File: config.mk
export PLATFORM = sky130hd
export DESIGN_NAME = alu_seq_param
export DESIGN_NICKNAME = d
export VERILOG_FILES = /design/src/rtl/alu_seq_param.sv
export SDC_FILE = /design/constraint.sdc
export NUM_CORES = 1
export LEC_CHECK = 0
export CORE_UTILIZATION = 42
export DETAILED_ROUTE_END_ITERATION = 8
export PLACE_DENSITY = 0.63
export SLEW_MARGIN = 20
export SYNTH_ARGS = -nofsm -noshare
export SYNTH_HDL_FRONTEND = slang
export SYNTH_SLANG_ARGS = --single-unit
File: constraint.sdc
create_clock -name clk -period 8.7 [get_ports clk]
set_clock_uncertainty 0.15 [all_clocks]
set_input_delay 2.175 -clock clk [delete_from_list [all_inputs] [get_ports clk]]
set_output_delay 2.175 -clock clk [all_outputs]
set_load 0.01 [all_outputs]
File: src/rtl/alu_seq_param.sv
// Multi-cycle unsigned ALU: single-cycle ADD/SUB/CMP, iterative shift-add MUL and
// restoring DIV, valid/ready on both sides with results held until accepted.
module alu_seq_param #(
   parameter int WIDTH = 8,
   parameter int CNT_W = $clog2(WIDTH) + 1
) (
   input  logic             clk,
   input  logic             reset,
   input  logic             in_valid,
   output logic             in_ready,
   input  logic [2:0]       op,
   input  logic [WIDTH-1:0] rs,
   input  logic [WIDTH-1:0] rt,
   output logic             out_valid,
   input  logic             out_ready,
   output logic [WIDTH-1:0] result,
   output logic [WIDTH-1:0] result_hi,
   output logic [2:0]       nzp,
   output logic             carry,
   output logic             div_by_zero,
   output logic             illegal_op
);

   typedef enum logic [1:0] {IDLE, BUSY, DONE} state_t;

   localparam logic [2:0] OP_ADD = 3'b000;
   localparam logic [2:0] OP_SUB = 3'b001;
   localparam logic [2:0] OP_MUL = 3'b010;
   localparam logic [2:0] OP_DIV = 3'b011;
   localparam logic [2:0] OP_CMP = 3'b100;

   state_t           state, state_next;
   logic             accept;
   logic             iterative;
   logic             is_div;
   logic [CNT_W-1:0] cnt;
   logic [WIDTH-1:0] b_q;
   logic [WIDTH-1:0] work_hi, work_lo;

   logic             step_div;
   logic [WIDTH-1:0] src_hi, src_lo, src_b;
   logic [WIDTH-1:0] step_hi, step_lo;
   logic [WIDTH:0]   mul_sum;
   logic [WIDTH:0]   div_shift;
   logic [WIDTH-1:0] div_diff;

   assign in_ready  = (state == IDLE);
   assign out_valid = (state == DONE);
   assign accept    = in_valid & in_ready;
   assign iterative = (op == OP_MUL) || ((op == OP_DIV) && (rt != '0));

   always_ff @(posedge clk or negedge reset) begin
      if (!reset) state <= IDLE;
      else        state <= state_next;
   end

   // NOTE: every signal driven here gets a default first so no path leaves it unassigned and infers a latch.
   always_comb begin
      state_next = state;
      case (state)
         IDLE:    if (accept) state_next = iterative ? BUSY : DONE;
         BUSY:    if (cnt == CNT_W'(1)) state_next = DONE;
         DONE:    if (out_ready) state_next = IDLE;
         default: state_next = IDLE;
      endcase
   end

   // The acceptance edge performs the first iteration straight from the live operands,
   // so WIDTH iterations complete exactly WIDTH cycles after acceptance.
   always_comb begin
      if (state == IDLE) begin
         src_hi   = '0;
         src_lo   = rs;
         src_b    = rt;
         step_div = (op == OP_DIV);
      end else begin
         src_hi   = work_hi;
         src_lo   = work_lo;
         src_b    = b_q;
         step_div = is_div;
      end
   end

   // MUL: {hi,lo} holds {partial product, remaining multiplier bits}.
   // DIV: hi is the partial remainder, lo shifts dividend bits out and quotient bits in.
   always_comb begin
      mul_sum   = {1'b0, src_hi} + (src_lo[0] ? {1'b0, src_b} : '0);
      div_shift = {src_hi, src_lo[WIDTH-1]};
      div_diff  = div_shift[WIDTH-1:0] - src_b;
      step_hi   = '0;
      step_lo   = '0;
      if (step_div) begin
         if (div_shift >= {1'b0, src_b}) begin
            step_hi = div_diff;
            step_lo = {src_lo[WIDTH-2:0], 1'b1};
         end else begin
            step_hi = div_shift[WIDTH-1:0];
            step_lo = {src_lo[WIDTH-2:0], 1'b0};
         end
      end else begin
         {step_hi, step_lo} = {mul_sum, src_lo[WIDTH-1:1]};
      end
   end

   // NOTE: the working registers are reset along with the outputs so an aborted
   // operation leaves nothing behind that could be mistaken for a partial result.
   always_ff @(posedge clk or negedge reset) begin
      if (!reset) begin
         is_div      <= 1'b0;
         b_q         <= '0;
         work_hi     <= '0;
         work_lo     <= '0;
         cnt         <= '0;
         result      <= '0;
         result_hi   <= '0;
         nzp         <= '0;
         carry       <= 1'b0;
         div_by_zero <= 1'b0;
         illegal_op  <= 1'b0;
      end else if (accept) begin
         // NOTE: non-blocking assignments keep every register reading pre-edge values, regardless of statement order.
         is_div  <= (op == OP_DIV);
         b_q     <= rt;
         work_hi <= step_hi;
         work_lo <= step_lo;
         cnt     <= CNT_W'(WIDTH - 1);
         if (!iterative) begin
            result      <= '0;
            result_hi   <= '0;
            nzp         <= '0;
            carry       <= 1'b0;
            div_by_zero <= 1'b0;
            illegal_op  <= 1'b0;
            case (op)
               OP_ADD: {carry, result} <= {1'b0, rs} + {1'b0, rt};
               OP_SUB: begin
                  result <= rs - rt;
                  carry  <= (rs < rt);
               end
               OP_DIV: begin
                  result      <= '1;
                  result_hi   <= rs;
                  div_by_zero <= 1'b1;
               end
               OP_CMP:                    nzp <= {rs > rt, rs == rt, rs < rt};
               3'b101, 3'b110, 3'b111:    illegal_op <= 1'b1;
               default: ;
            endcase
         end
      end else if (state == BUSY) begin
         work_hi <= step_hi;
         work_lo <= step_lo;
         cnt     <= cnt - CNT_W'(1);
         if (cnt == CNT_W'(1)) begin
            result      <= step_lo;
            result_hi   <= step_hi;
            nzp         <= '0;
            carry       <= 1'b0;
            div_by_zero <= 1'b0;
            illegal_op  <= 1'b0;
         end
      end
   end

endmodule

== Yosys cells after proc, flatten, opt, wreduce, memory -nomap -nowiden ==
Cells that the tools add are included.
Widths: inputs -> output; s select.

* Add/sub/neg operators: 5
* Order comparisons: 3
* Eq/ne operators: 15
* Multiplexer cells: 46
* Bitwise logic cells: 1
* Reductions and logical operators: 10

{| class="wikitable"
|+ Operators with widths
! cell !! count
|-
| $mux 8 || 20
|-
| $pmux 8 s3 || 1
|-
| $add 8x8->9 || 2
|-
| $sub 8x8->8 || 2
|-
| $mux 3 || 5
|-
| $eq 3x3->1 const B || 4
|-
| $mux 1 || 12
|-
| $ge 9x8->1 || 1
|-
| $eq 8x8->1 || 1
|-
| $gt 8x8->1 || 1
|-
| $lt 8x8->1 || 1
|-
| $mux 2 || 4
|-
| $mux 4 || 2
|-
| $reduce_bool 8->1 || 1
|-
| $eq 3x2->1 const B || 2
|-
| $pmux 2 s3 || 1
|-
| $reduce_and 3->1 || 2
|-
| $eq 4x1->1 const B || 1
|-
| $ne 2x1->1 const B || 2
|-
| $ne 2x2->1 const B || 2
|-
| $reduce_bool 2->1 || 2
|-
| $sub 4x1->4 const B || 1
|-
| $eq 3x1->1 const B || 1
|-
| $logic_not 3->1 || 1
|-
| other kinds (8) || 8
|}

* Bits in registers: 53
* Input bits: 23
* Output and inout port bits: 24
* Word-level logic and storage cells: 92

== Logic depth before layout (Yosys ltp) ==
Gate-level depths: netlist of the first run.

* Depth after elaboration: 8
* Gate-level depth with buffers: 16
* Depth with buffers taken out: 14

== Worst setup path before layout of the first run ==
No wires, ideal clock.

* Path type: in2reg
* From: input port rt[6]
* To: register result_hi[1]
* Arrival: 4170 ps
* Required time: 8418 ps
* Setup slack: 4248 ps
* Stages on the path: 9
* Path through: mux2i_1 ha_1 a21o_1 and2_1 a2111oi_4 a21boi_2 mux2_1 a21oi_1 a211oi_2

* Cells in the longest elaborated chain, start to end: 7
* Elaborated cells between the ends (all ways): 12

{| class="wikitable"
|+ RTL lines
! element !! line !! RTL
|-
| start, declared || 13 || <nowiki>input logic [WIDTH-1:0] rt,</nowiki>
|-
| $mux 8 || 71 || <nowiki>if (state == IDLE) begin</nowiki>
|-
| $ge 9x8->1 || 93 || <nowiki>if (div_shift >= {1'b0, src_b}) begin</nowiki>
|-
| $mux 8 || 93 ||
|-
| $mux 8 || 92 || <nowiki>if (step_div) begin</nowiki>
|-
| $mux 8 || 154 || <nowiki>if (cnt == CNT_W'(1)) begin</nowiki>
|-
| $mux 8 || 150 || <nowiki>end else if (state == BUSY) begin</nowiki>
|-
| $mux 8 || 120 || <nowiki>end else if (accept) begin</nowiki>
|-
| end signal, assigned || 142 || <nowiki>result_hi <= rs;</nowiki>
|-
| end signal, assigned || 156 || <nowiki>result_hi <= step_hi;</nowiki>
|-
| end, declared || 17 || <nowiki>output logic [WIDTH-1:0] result_hi,</nowiki>
|}

Parallel ways exist; a longest one is shown, timed or not. The select of a mux whose other input is x is not followed.
A chain may end at the register's enable or synchronous reset.

== Worst setup path in the final report of the first run ==
* From: input port rt[1]
* To: register result_hi[1]

* Cells in the longest elaborated chain, start to end: 7
* Elaborated cells between the ends (all ways): 15

{| class="wikitable"
|+ RTL lines
! element !! line !! RTL
|-
| $mux 8 || 71 ||
|-
| $mux 8, or another cell as far along || 87 || <nowiki>mul_sum = {1'b0, src_hi} + (src_lo[0] ? {1'b0, src_b} : '0);</nowiki>
|-
| $add 8x8->9 or $mux 8 (tied branches) || 87, 93 ||
|-
| $mux 8 || 92 ||
|-
| $mux 8 || 154 ||
|-
| $mux 8 || 150 ||
|-
| $mux 8 || 120 ||
|}

Parallel ways exist; a longest one is shown, timed or not. The select of a mux whose other input is x is not followed.

==> impl_metrics.env, run 1 <==
export IMPL_outcome="complete, no violations"
export IMPL_max_slew_margin=0.4628
export IMPL_wl_met3_um=673
export IMPL_grt_usage=0.2546
export IMPL_maxUsedRoutingLayer="met4"
export IMPL_chipHeight_um=104.2
export IMPL_finalHoldViolations=0
export IMPL_htree_levels=2
export IMPL_post_cts_resized=0
export IMPL_grt_pass1_wl_um=21680
export IMPL_start_util=0.4411
export IMPL_worst_pin_slew_ns=0.8058
export IMPL_peakVddDrop_mv=0.1226
export IMPL_rrSetupSlack_ns=4.33
export IMPL_gp_congestion=0.9152
export IMPL_min_path_type="reg -> reg"
export IMPL_num_vias=4142
export IMPL_gr_total_overflow=0
export IMPL_cts_buffers=5
export IMPL_maxSlewViolCount=0
export IMPL_cp_endpoint="result_hi[1]"
export IMPL_rr_worst_depth=11
export IMPL_antenna_left=0
export IMPL_synthTopCellsByCount="77 x nand2_1, 57 x nor2_1, 53 x a21oi_1, 53 x dfrtp_1, 35 x o21ai_0"
export IMPL_yosysUniqueCellTypes=61
export IMPL_dp_final_hpwl_um=10370
export IMPL_wl_um=13540
export IMPL_rsz0062_at_grt="false"
export IMPL_ios=47
export IMPL_drt_pass1_iter_count=4
export IMPL_r2r_start="state[1]"
export IMPL_fmax_ghz=0.1863
export IMPL_syn_num_nets=606
export IMPL_criticalPathCategory="in -> reg"
export IMPL_vias_per_cell=5.834
export IMPL_remaining_drc_errors=0
export IMPL_cap_violations=0
export IMPL_crit_chain="clkdlybuf4s50_1 -> mux2i_1 -> ha_1 -> nor2b_1 -> o311ai_1 -> nand3_1 -> a21boi_2 -> mux2_1 -> a21oi_1 -> a211oi_2"
export IMPL_cts_hold_buf=0
export IMPL_wl_met1_um=5857
export IMPL_synthTopCellsByArea="dfrtp_1 30%, ha_1 9.4%, nand2_1 6.6%"
export IMPL_cts_path_max_buffers=2
export IMPL_crit_slowest_cell="a21boi_2"
export IMPL_synth_most_common_cell="nand2_1"
export IMPL_die_area_um2=10870
export IMPL_multi_input_area_um2=2830
export IMPL_ys_warn_count=0
export IMPL_synth_area_um2=4390
export IMPL_start_kind="input pin"
export IMPL_finalSetupViolCount=0
export IMPL_yosys_area_top_type="dfrtp_1"
export IMPL_std_cell_rows=36
export IMPL_root_buffer="clkbuf_8"
export IMPL_portBuffers=46
export IMPL_cts_sinks=53
export IMPL_worstSkewPairLatency_ns=0.32
export IMPL_grt_pass1_vias=4205
export IMPL_areaGrowthSynthToFinish_pct=13.91
export IMPL_grt_start_max_net_pins=54
export IMPL_wl_met2_um=6693
export IMPL_synth_edff_count=0
export IMPL_avgSynthCellArea_um2=8.026
export IMPL_finalNetCount=635
export IMPL_core_um2=9955
export IMPL_power_leakage_nw=2.238
export IMPL_finalCritPeriodShare=0.6171
export IMPL_drt_iter0_drc=234
export IMPL_path_clk_slew_ns=0.10
export IMPL_cts_setup_buffers=0
export IMPL_synthCells=547
export IMPL_end_kind="register"
export IMPL_n_fill_cell=993
export IMPL_antennaDiodeCount=0
export IMPL_p_total_mw=1.756
export IMPL_ys_ff_latch=53
export IMPL_fin_area_um2=5001
export IMPL_synth_top_area_frac=0.3021
export IMPL_crit_required_ns=8.75
export IMPL_wl_per_cell_um=19.07
export IMPL_crit_fanout=12
export IMPL_seq_area_um2=1326
export IMPL_die_w_um=104.2
export IMPL_worst_endpoint_arrival_ns=5.42
export IMPL_slowest_delay_ns=0.59
export IMPL_synth_seq_area_share=0.3021
export IMPL_antenna_found_initial=0
export IMPL_r2r_end="result_hi[1]"
export IMPL_period_minus_slack_ns=5.369
export IMPL_fin_setup_tns_ns=0
export IMPL_synthFlopType="dfrtp_1"
export IMPL_drive_above_1_share=0.05199
export IMPL_cts_tree="built"
export IMPL_synthArstFlopShare=1.000
export IMPL_place_area_um2=4913
export IMPL_startpoint="rt[1]"
export IMPL_p_per_area_nw_per_um2=351.1
registers in the layout (all words and copies together) (netlist names), 2 cells and up:
register   flops
b_q            8
cnt            4
nzp            3
result         8
result_hi      8
state          2
work_hi        8
work_lo        8
worst max-delay path: cells and delay by family:
kind / cells / cell delay [ns]
AOI/OAI and AO/OA: 4 / 1.33
muxes: 2 / 0.70
buffers and inverters: 1 / 0.57
and+or+nand+nor: 2 / 0.36
adders and majority gates: 1 / 0.29
power by group:
| group | switching, mW | leakage, nW | internal (mW) |
|---|---|---|---|
| Clock | 0.0907 | 0.0374 | 0.0570 |
| Combinational | 0.705 | 1.54 | 0.472 |
| Sequential | 0.0849 | 0.660 | 0.346 |
area by class of cell:
type | count | area share
timing repair buffer | 50 | 0.09707
sequential | 53 | 0.2652
clock buffer | 6 | 0.01451
tap | 133 | 0.03328
clock inverter | 2 | 0.003002
inverter | 28 | 0.02102
multi-input combinational | 438 | 0.5659
cells in the final DEF (no fill, tap or decap), types with 2 or more instances in the layout:
cell type / n
o21a_1: 6
a22oi_1: 4
o31ai_1: 9
a41oi_1: 3
nor4_1: 3
o21ai_1: 3
a21o_1: 9
xor2_1: 8
buf_4: 4
o221ai_1: 3
o211ai_1: 4
mux2i_1: 12
a31oi_1: 9
nor2_1: 57
nor3_1: 5
a31o_2: 2
ha_1: 33
a211oi_2: 3
a211o_1: 4
xnor2_1: 9
clkdlybuf4s50_1: 45
a21oi_1: 53
a211oi_1: 3
fa_1: 3
o22ai_1: 4
nand2_1: 77
nor2b_1: 8
and3_1: 5
mux2_2: 6
clkbuf_8: 5
dfrtp_1: 53
a32oi_1: 3
nand3_1: 10
nand4_1: 4
nand2b_1: 7
and2_1: 10
clkinvlp_4: 2
inv_1: 28
o21ai_0: 35
o21bai_1: 3
per-stage QoR:
| stage | setup slack (ns) | hold WS, ns | cells | utilization |
|---|---|---|---|---|
| after floorplan | 4.248 | 0.2902 | 547 | - |
| after global placement | 3.107 | 0.3037 | 702 | 0.4936 |
| after detailed placement | 3.008 | 0.3134 | 702 | 0.4936 |
| after CTS | 3.333 | 0.3367 | 710 | 0.5024 |
| after global routing | 3.127 | 0.3503 | 710 | 0.5024 |
| final | 3.331 | 0.3360 | 710 | 0.5024 |
how the worst min path moves through the flow:
stage | from | end | slack, ns | depth (start not counted)
after floorplan | work_hi[2] | work_hi[2] | 0.29 | 2
after global placement | div_by_zero | div_by_zero | 0.30 | 2
after detailed placement | b_q[0] | b_q[0] | 0.31 | 2
after CTS | div_by_zero | div_by_zero | 0.34 | 2
after global routing | div_by_zero | div_by_zero | 0.35 | 2
final | div_by_zero | div_by_zero | 0.34 | 2
cells by family (layout without fill, tap and decap cells):
family	after synthesis	after routing	share of synthesized area
adders and majority gates	36	36	0.1077
AOI/OAI and AO/OA	173	173	0.2605
and+or+nand+nor	193	193	0.1972
xor gates and xnor gates	17	17	0.03391
muxes	19	19	0.04531
buffers and inverters	56	86	0.05329
DFF	53	53	0.3021
metal layers:
| layer | GRT usage | vias to the layer above |
|---|---|---|
| li1 | - | 1996 |
| met1 | 0.3181 | 1998 |
| met2 | 0.4471 | 127 |
| met3 | 0.03195 | 21 |
| met4 | 0.09490 | 0 |
| met5 | 0 | - |
Note: power is estimated with default switching activity, not from simulation.
==> run 2, diff against run 1 <==
Settings changed: PLACE_DENSITY 0.63 to 0.66.
Clock period 8.7 ns to 4.44 ns, I/O delays scaled along.
==> run 2 against run 1 <==
Net effect:
- cell count increased by 1.5%
- first-iteration DRC count is 53% higher
- hold slack got worse by 0.0040 ns
- count of clock-buffer cells in the layout unchanged
- core utilization increased by 1.1 points
- via count increased by 1.5%
- global-route usage shrank 0.40 points
- non-clock buffer count is 11 higher
- final area rose by 2.1%
- critical path type unchanged
- critical endpoint is now result[0]
==> impl_metrics.env, run 2 (synthesis gave the netlist of run 1 again) <==
export IMPL_seq_area_um2=1326
export IMPL_crit_fanout=11
export IMPL_final_common_cell="nand2_1"
export IMPL_grt_start_max_net_pins=39
export IMPL_vias_per_cell=5.832
export IMPL_min_path_type="reg -> reg"
export IMPL_start_kind="input pin"
export IMPL_antennaDiodeCount=0
export IMPL_criticalPathCategory="in -> reg"
export IMPL_dp_final_hpwl_um=10360
export IMPL_end_kind="register"
export IMPL_finalHoldViolations=0
export IMPL_cts_setup_buffers=0
export IMPL_grt_usage=0.2506
export IMPL_outcome="complete, no violations"
export IMPL_areaGrowthSynthToFinish_pct=16.33
export IMPL_clockPowerShare=0.097
export IMPL_grt_pass1_wl_um=21370
export IMPL_drt_iter0_drc=358
export IMPL_post_cts_resized=0
export IMPL_root_buffer="clkbuf_8"
export IMPL_start_util=0.4411
export IMPL_worst_pin_slew_ns=0.9153
export IMPL_path_clk_slew_ns=0.10
export IMPL_gr_total_overflow=0
export IMPL_drt_pass1_iter_count=5
export IMPL_antenna_found_initial=0
export IMPL_cap_violations=0
export IMPL_worst_endpoint_arrival_ns=3.93
export IMPL_rr_worst_depth=12
export IMPL_layout_common_cells="77 x nand2_1, 57 x nor2_1, 53 x a21oi_1, 53 x dfrtp_1, 45 x clkdlybuf4s50_1"
export IMPL_finalSetupViolCount=0
export IMPL_crit_cells=11
export IMPL_power_leakage_nw=2.309
export IMPL_period_minus_slack_ns=3.899
export IMPL_maxSlewViolCount=0
export IMPL_comb_power_share=0.665
export IMPL_remaining_drc_errors=0
export IMPL_multi_input_area_um2=2830
export IMPL_wl_um=13230
export IMPL_portBuffers=46
export IMPL_hold_start="div_by_zero"
export IMPL_crit_required_ns=4.47
export IMPL_crit_chain="clkdlybuf4s50_1 -> mux2i_1 -> ha_1 -> a21o_1 -> and2_1 -> a2111oi_4 -> a21boi_2 -> buf_4 -> nand2_1 -> a32oi_1 -> a21oi_1"
export IMPL_drive_above_1_share=0.06973
export IMPL_final_core_util=0.5131
export IMPL_netSwitchingPower_mw=1.717
export IMPL_core_um2=9955
export IMPL_die_area_um2=10870
export IMPL_cts_sinks=53
export IMPL_grt_pass1_vias=4057
export IMPL_num_vias=4205
export IMPL_fin_setup_tns_ns=0
export IMPL_fmax_ghz=0.2565
export IMPL_htree_levels=2
export IMPL_max_slew_margin=0.3898
export IMPL_cts_path_max_buffers=2
export IMPL_gp_congestion=0.8868
export IMPL_p_int_mw=1.814
export IMPL_std_cell_rows=36
export IMPL_wl_per_cell_um=18.35
export IMPL_cts_tree="built"
export IMPL_hold_path_depth=2
export IMPL_antenna_left=0
export IMPL_chipHeight_um=104.2
export IMPL_crit_slowest_cell="clkdlybuf4s50_1"
export IMPL_p_per_area_nw_per_um2=691.3
export IMPL_ios=47
export IMPL_r2r_start="state[0]"
export IMPL_startpoint="rt[6]"
export IMPL_cp_num_buf_inv=2
export IMPL_slowest_delay_ns=0.48
export IMPL_n_fill_cell=1011
export IMPL_rsz0062_at_grt="false"
export IMPL_cts_hold_buf=0
export IMPL_die_w_um=104.2
export IMPL_p_seq_frac=0.238
export IMPL_p_sw_frac=0.4864
export IMPL_p_total_mw=3.531
export IMPL_cts_buffers=5
export IMPL_finalCritPeriodShare=0.8781
export IMPL_worstSkewPairLatency_ns=0.32
export IMPL_finalNetCount=646
export IMPL_path_delay_family="compound AO/OA/AOI/OAI gates"
export IMPL_peakVddDrop_mv=0.2938
run 2: changes by cell type in the layout (fill, tap and decap cells not counted):
| cell | change |
|---|---|
| clkinvlp_4 | -2 |
| buf_4 | +11 |
| bufinv_16 | +1 |
| clkinv_4 | +1 |
run 2: metrics by stage:
step                cells  setup slack (ns)  hold slack (ns)  cell area (um^2)
finish                721            0.5412           0.3319              5107
global route          721            0.3276           0.3634              5107
CTS                   721            0.5551           0.3369              5107
detailed placement    713            0.2238           0.3128              4996
global placement      713            0.3315           0.3024              4996
floorplan             547            0.7572           0.2902              4390
run 2: final timing paths:
check | to | slack [ns]
max in group asynchronous | is_div | 2.60
min in group asynchronous | work_hi[3] | 0.76
max reg2reg | result[0] | 0.63
min reg2reg | div_by_zero | 0.33
min | div_by_zero | 0.33
max | result[0] | 0.54
run 2: per-layer routing:
metal | wire, um | part of all wire | track usage | vias up
li1 | - | - | - | 2022
met2 | 6350 | 0.48 | 0.4214 | 155
met5 | 0 | 0 | 0 | -
met1 | 5773 | 0.44 | 0.3336 | 2005
met4 | 362 | 0.027 | 0.08367 | 0
met3 | 741 | 0.056 | 0.02945 | 23
run 2: tightest hold or removal path, delay by kind of cell, from the launching register on:
kind | cells | cell delay, ns
DFF | 1 | 0.36
and+or+nand+nor | 2 | 0.10
run 2: cell type report:
type                            count  share of cell area
Multi-Input combinational cell    438              0.5541
Clock buffer                        6             0.01421
Inverter                           28             0.02058
Clock inverter                      2            0.007594
Timing Repair Buffer               61              0.1112
Sequential cell                    53              0.2597
Tap cell                          133             0.03258
run 2: power by group through the flow:
| stage | registers (mW) | clock network, mW | logic (mW) |
|---|---|---|---|
| 2_1_floorplan | 0.824 | 0 | 1.65 |
| 3_3_place_gp | 0.842 | 0 | 2.29 |
| 3_5_place_dp | 0.851 | 0 | 2.32 |
| 4_1_cts | 0.841 | 0.350 | 2.33 |
| 5_1_grt | 0.866 | 0.363 | 2.58 |
| 6_report | 0.840 | 0.343 | 2.35 |
==> run 3, diff against run 2 <==
Settings changed: CTS_BUF_LIST set to sky130_fd_sc_hd__clkbuf_4 sky130_fd_sc_hd__clkbuf_8.
==> run 3 against run 2 <==
Net effect:
- count of clock-buffer cells in the layout stayed put
- clock power is 3% higher
- maximum frequency up 0.37%
- total power rose by 0.32%
- register-to-register slack hardly changed
- sequential share of layout area hardly changed
- hold slack better by 0.00096 ns
- largest power group unchanged
==> impl_metrics.env, run 3 (synthesis gave the netlist of run 1 again) <==
export IMPL_grt_start_max_net_pins=39
export IMPL_grt_usage=0.2506
export IMPL_r2r_start="state[1]"
export IMPL_maxSlewViolCount=0
export IMPL_finalNetCount=646
export IMPL_layout_setup_ws_ns=0.5556
export IMPL_layout_common_cells="77 x nand2_1, 57 x nor2_1, 53 x a21oi_1, 53 x dfrtp_1, 45 x clkdlybuf4s50_1"
export IMPL_wl_per_cell_um=18.38
export IMPL_min_path_type="reg -> reg"
export IMPL_period_minus_slack_ns=3.884
export IMPL_vias_per_cell=5.799
export IMPL_power_leakage_nw=2.312
export IMPL_remaining_drc_errors=0
export IMPL_outcome="complete, no violations"
export IMPL_p_seq_frac=0.237
export IMPL_portBuffers=46
export IMPL_gp_congestion=0.8868
export IMPL_rsz0062_at_grt="false"
export IMPL_num_vias=4181
export IMPL_cts_path_max_buffers=2
export IMPL_comb_power_share=0.663
export IMPL_startpoint="rt[6]"
export IMPL_chipHeight_um=104.2
export IMPL_drt_iter0_drc=358
export IMPL_worst_endpoint_arrival_ns=3.92
export IMPL_max_slew_margin=0.3838
export IMPL_slowest_delay_ns=0.48
export IMPL_crit_required_ns=4.48
export IMPL_fmax_ghz=0.2574
export IMPL_fin_setup_tns_ns=0
export IMPL_end_kind="register"
export IMPL_crit_fanout=11
export IMPL_start_kind="input pin"
export IMPL_finalHoldViolations=0
export IMPL_ios=47
export IMPL_drive_above_1_share=0.07143
export IMPL_criticalPathCategory="in -> reg"
export IMPL_antenna_left=0
export IMPL_p_sw_frac=0.4863
export IMPL_p_per_area_nw_per_um2=693.0
export IMPL_finalCritPeriodShare=0.8749
export IMPL_root_buffer="clkbuf_8"
export IMPL_htree_levels=2
export IMPL_die_area_um2=10870
export IMPL_path_delay_family="compound AO/OA/AOI/OAI gates"
export IMPL_cts_sinks=53
export IMPL_wl_um=13250
export IMPL_post_place_ws_ns=0.2238
export IMPL_antenna_found_initial=0
export IMPL_gr_total_overflow=0
export IMPL_crit_slowest_cell="clkdlybuf4s50_1"
export IMPL_cts_hold_buf=0
export IMPL_areaGrowthSynthToFinish_pct=16.41
export IMPL_peakVddDrop_mv=0.2955
export IMPL_worst_pin_slew_ns=0.9243
export IMPL_finalSetupViolCount=0
export IMPL_dp_final_hpwl_um=10360
export IMPL_path_clk_slew_ns=0.10
export IMPL_final_common_cell="nand2_1"
export IMPL_drt_pass1_iter_count=5
export IMPL_cap_violations=0
export IMPL_crit_chain="clkdlybuf4s50_1 -> mux2i_1 -> ha_1 -> a21o_1 -> and2_1 -> a2111oi_4 -> a21boi_2 -> buf_4 -> nand2_1 -> a32oi_1 -> a21oi_1"
export IMPL_cts_tree="built"
export IMPL_final_cells=721
export IMPL_placed_cells=713
export IMPL_std_cell_rows=36
export IMPL_netSwitchingPower_mw=1.723
export IMPL_cts_buffers=5
export IMPL_core_um2=9955
export IMPL_cp_num_buf_inv=2
export IMPL_post_cts_resized=0
export IMPL_clockPowerShare=0.100
export IMPL_grt_pass1_vias=4057
export IMPL_grt_pass1_wl_um=21370
export IMPL_worstSkewPairLatency_ns=0.32
export IMPL_hold_start="div_by_zero"
export IMPL_p_int_mw=1.820
export IMPL_antennaDiodeCount=0
export IMPL_die_w_um=104.2
export IMPL_cts_setup_buffers=0
export IMPL_start_util=0.4411
run 3: path summary, 6_finish.rpt:
kind,endpoint,slack [ns],depth (start not counted)
hold / removal,div_by_zero,0.33,2
max in group asynchronous,is_div,2.59,2
min in group asynchronous,work_hi[3],0.76,1
setup / recovery,result[0],0.56,11
setup reg to reg,result[0],0.63,12
hold reg to reg,div_by_zero,0.33,2
run 3: layout make-up:
class                      count  area, um^2
clock inverter                 2       38.79
multi-input combinational    438        2830
tap                          133       166.4
inverter                      28       105.1
clock buffer                   6       76.32
sequential                    53        1326
timing repair buffer          61       568.0
fill                        1011        4843
run 3: stage by stage:
stage	cell area (um^2)	power [mW]	util	hold WS, ns
finish	5111	3.542	0.5134	0.3329
global route	5111	3.814	0.5134	0.3634
CTS	5111	3.528	0.5134	0.3369
detailed placement	4996	3.166	0.5019	0.3128
global placement	4996	3.135	0.5019	0.3024
floorplan	4390	2.473	-	0.2902
run 3: worst reg2reg max path: stages, from the launching register on:
cell       delay (ns)
dfrtp_1          0.50
or2_4            0.50
inv_1            0.31
mux2i_1          0.33
ha_1             0.34
nand3_1          0.12
nor2_1           0.09
a2111oi_4        0.42
a21boi_2         0.27
buf_4            0.21
nand2_1          0.11
a32oi_1          0.24
a21oi_1          0.09
run 3: power groups by stage:
| stage | Sequential (mW) | Clock (mW) | Combinational, mW |
|---|---|---|---|
| 5_1_grt | 0.866 | 0.369 | 2.58 |
| 2_1_floorplan | 0.824 | 0 | 1.65 |
| 6_report | 0.840 | 0.353 | 2.35 |
| 3_3_place_gp | 0.842 | 0 | 2.29 |
| 3_5_place_dp | 0.851 | 0 | 2.32 |
| 4_1_cts | 0.841 | 0.357 | 2.33 |
run 3: routing by layer:
layer / track usage / wire, um / up-vias
li1: - / - / 2023
met2: 0.4214 / 6375 / 145
met4: 0.08367 / 375 / 0
met1: 0.3336 / 5837 / 1989
met5: 0 / 0 / -
met3: 0.02945 / 661 / 24
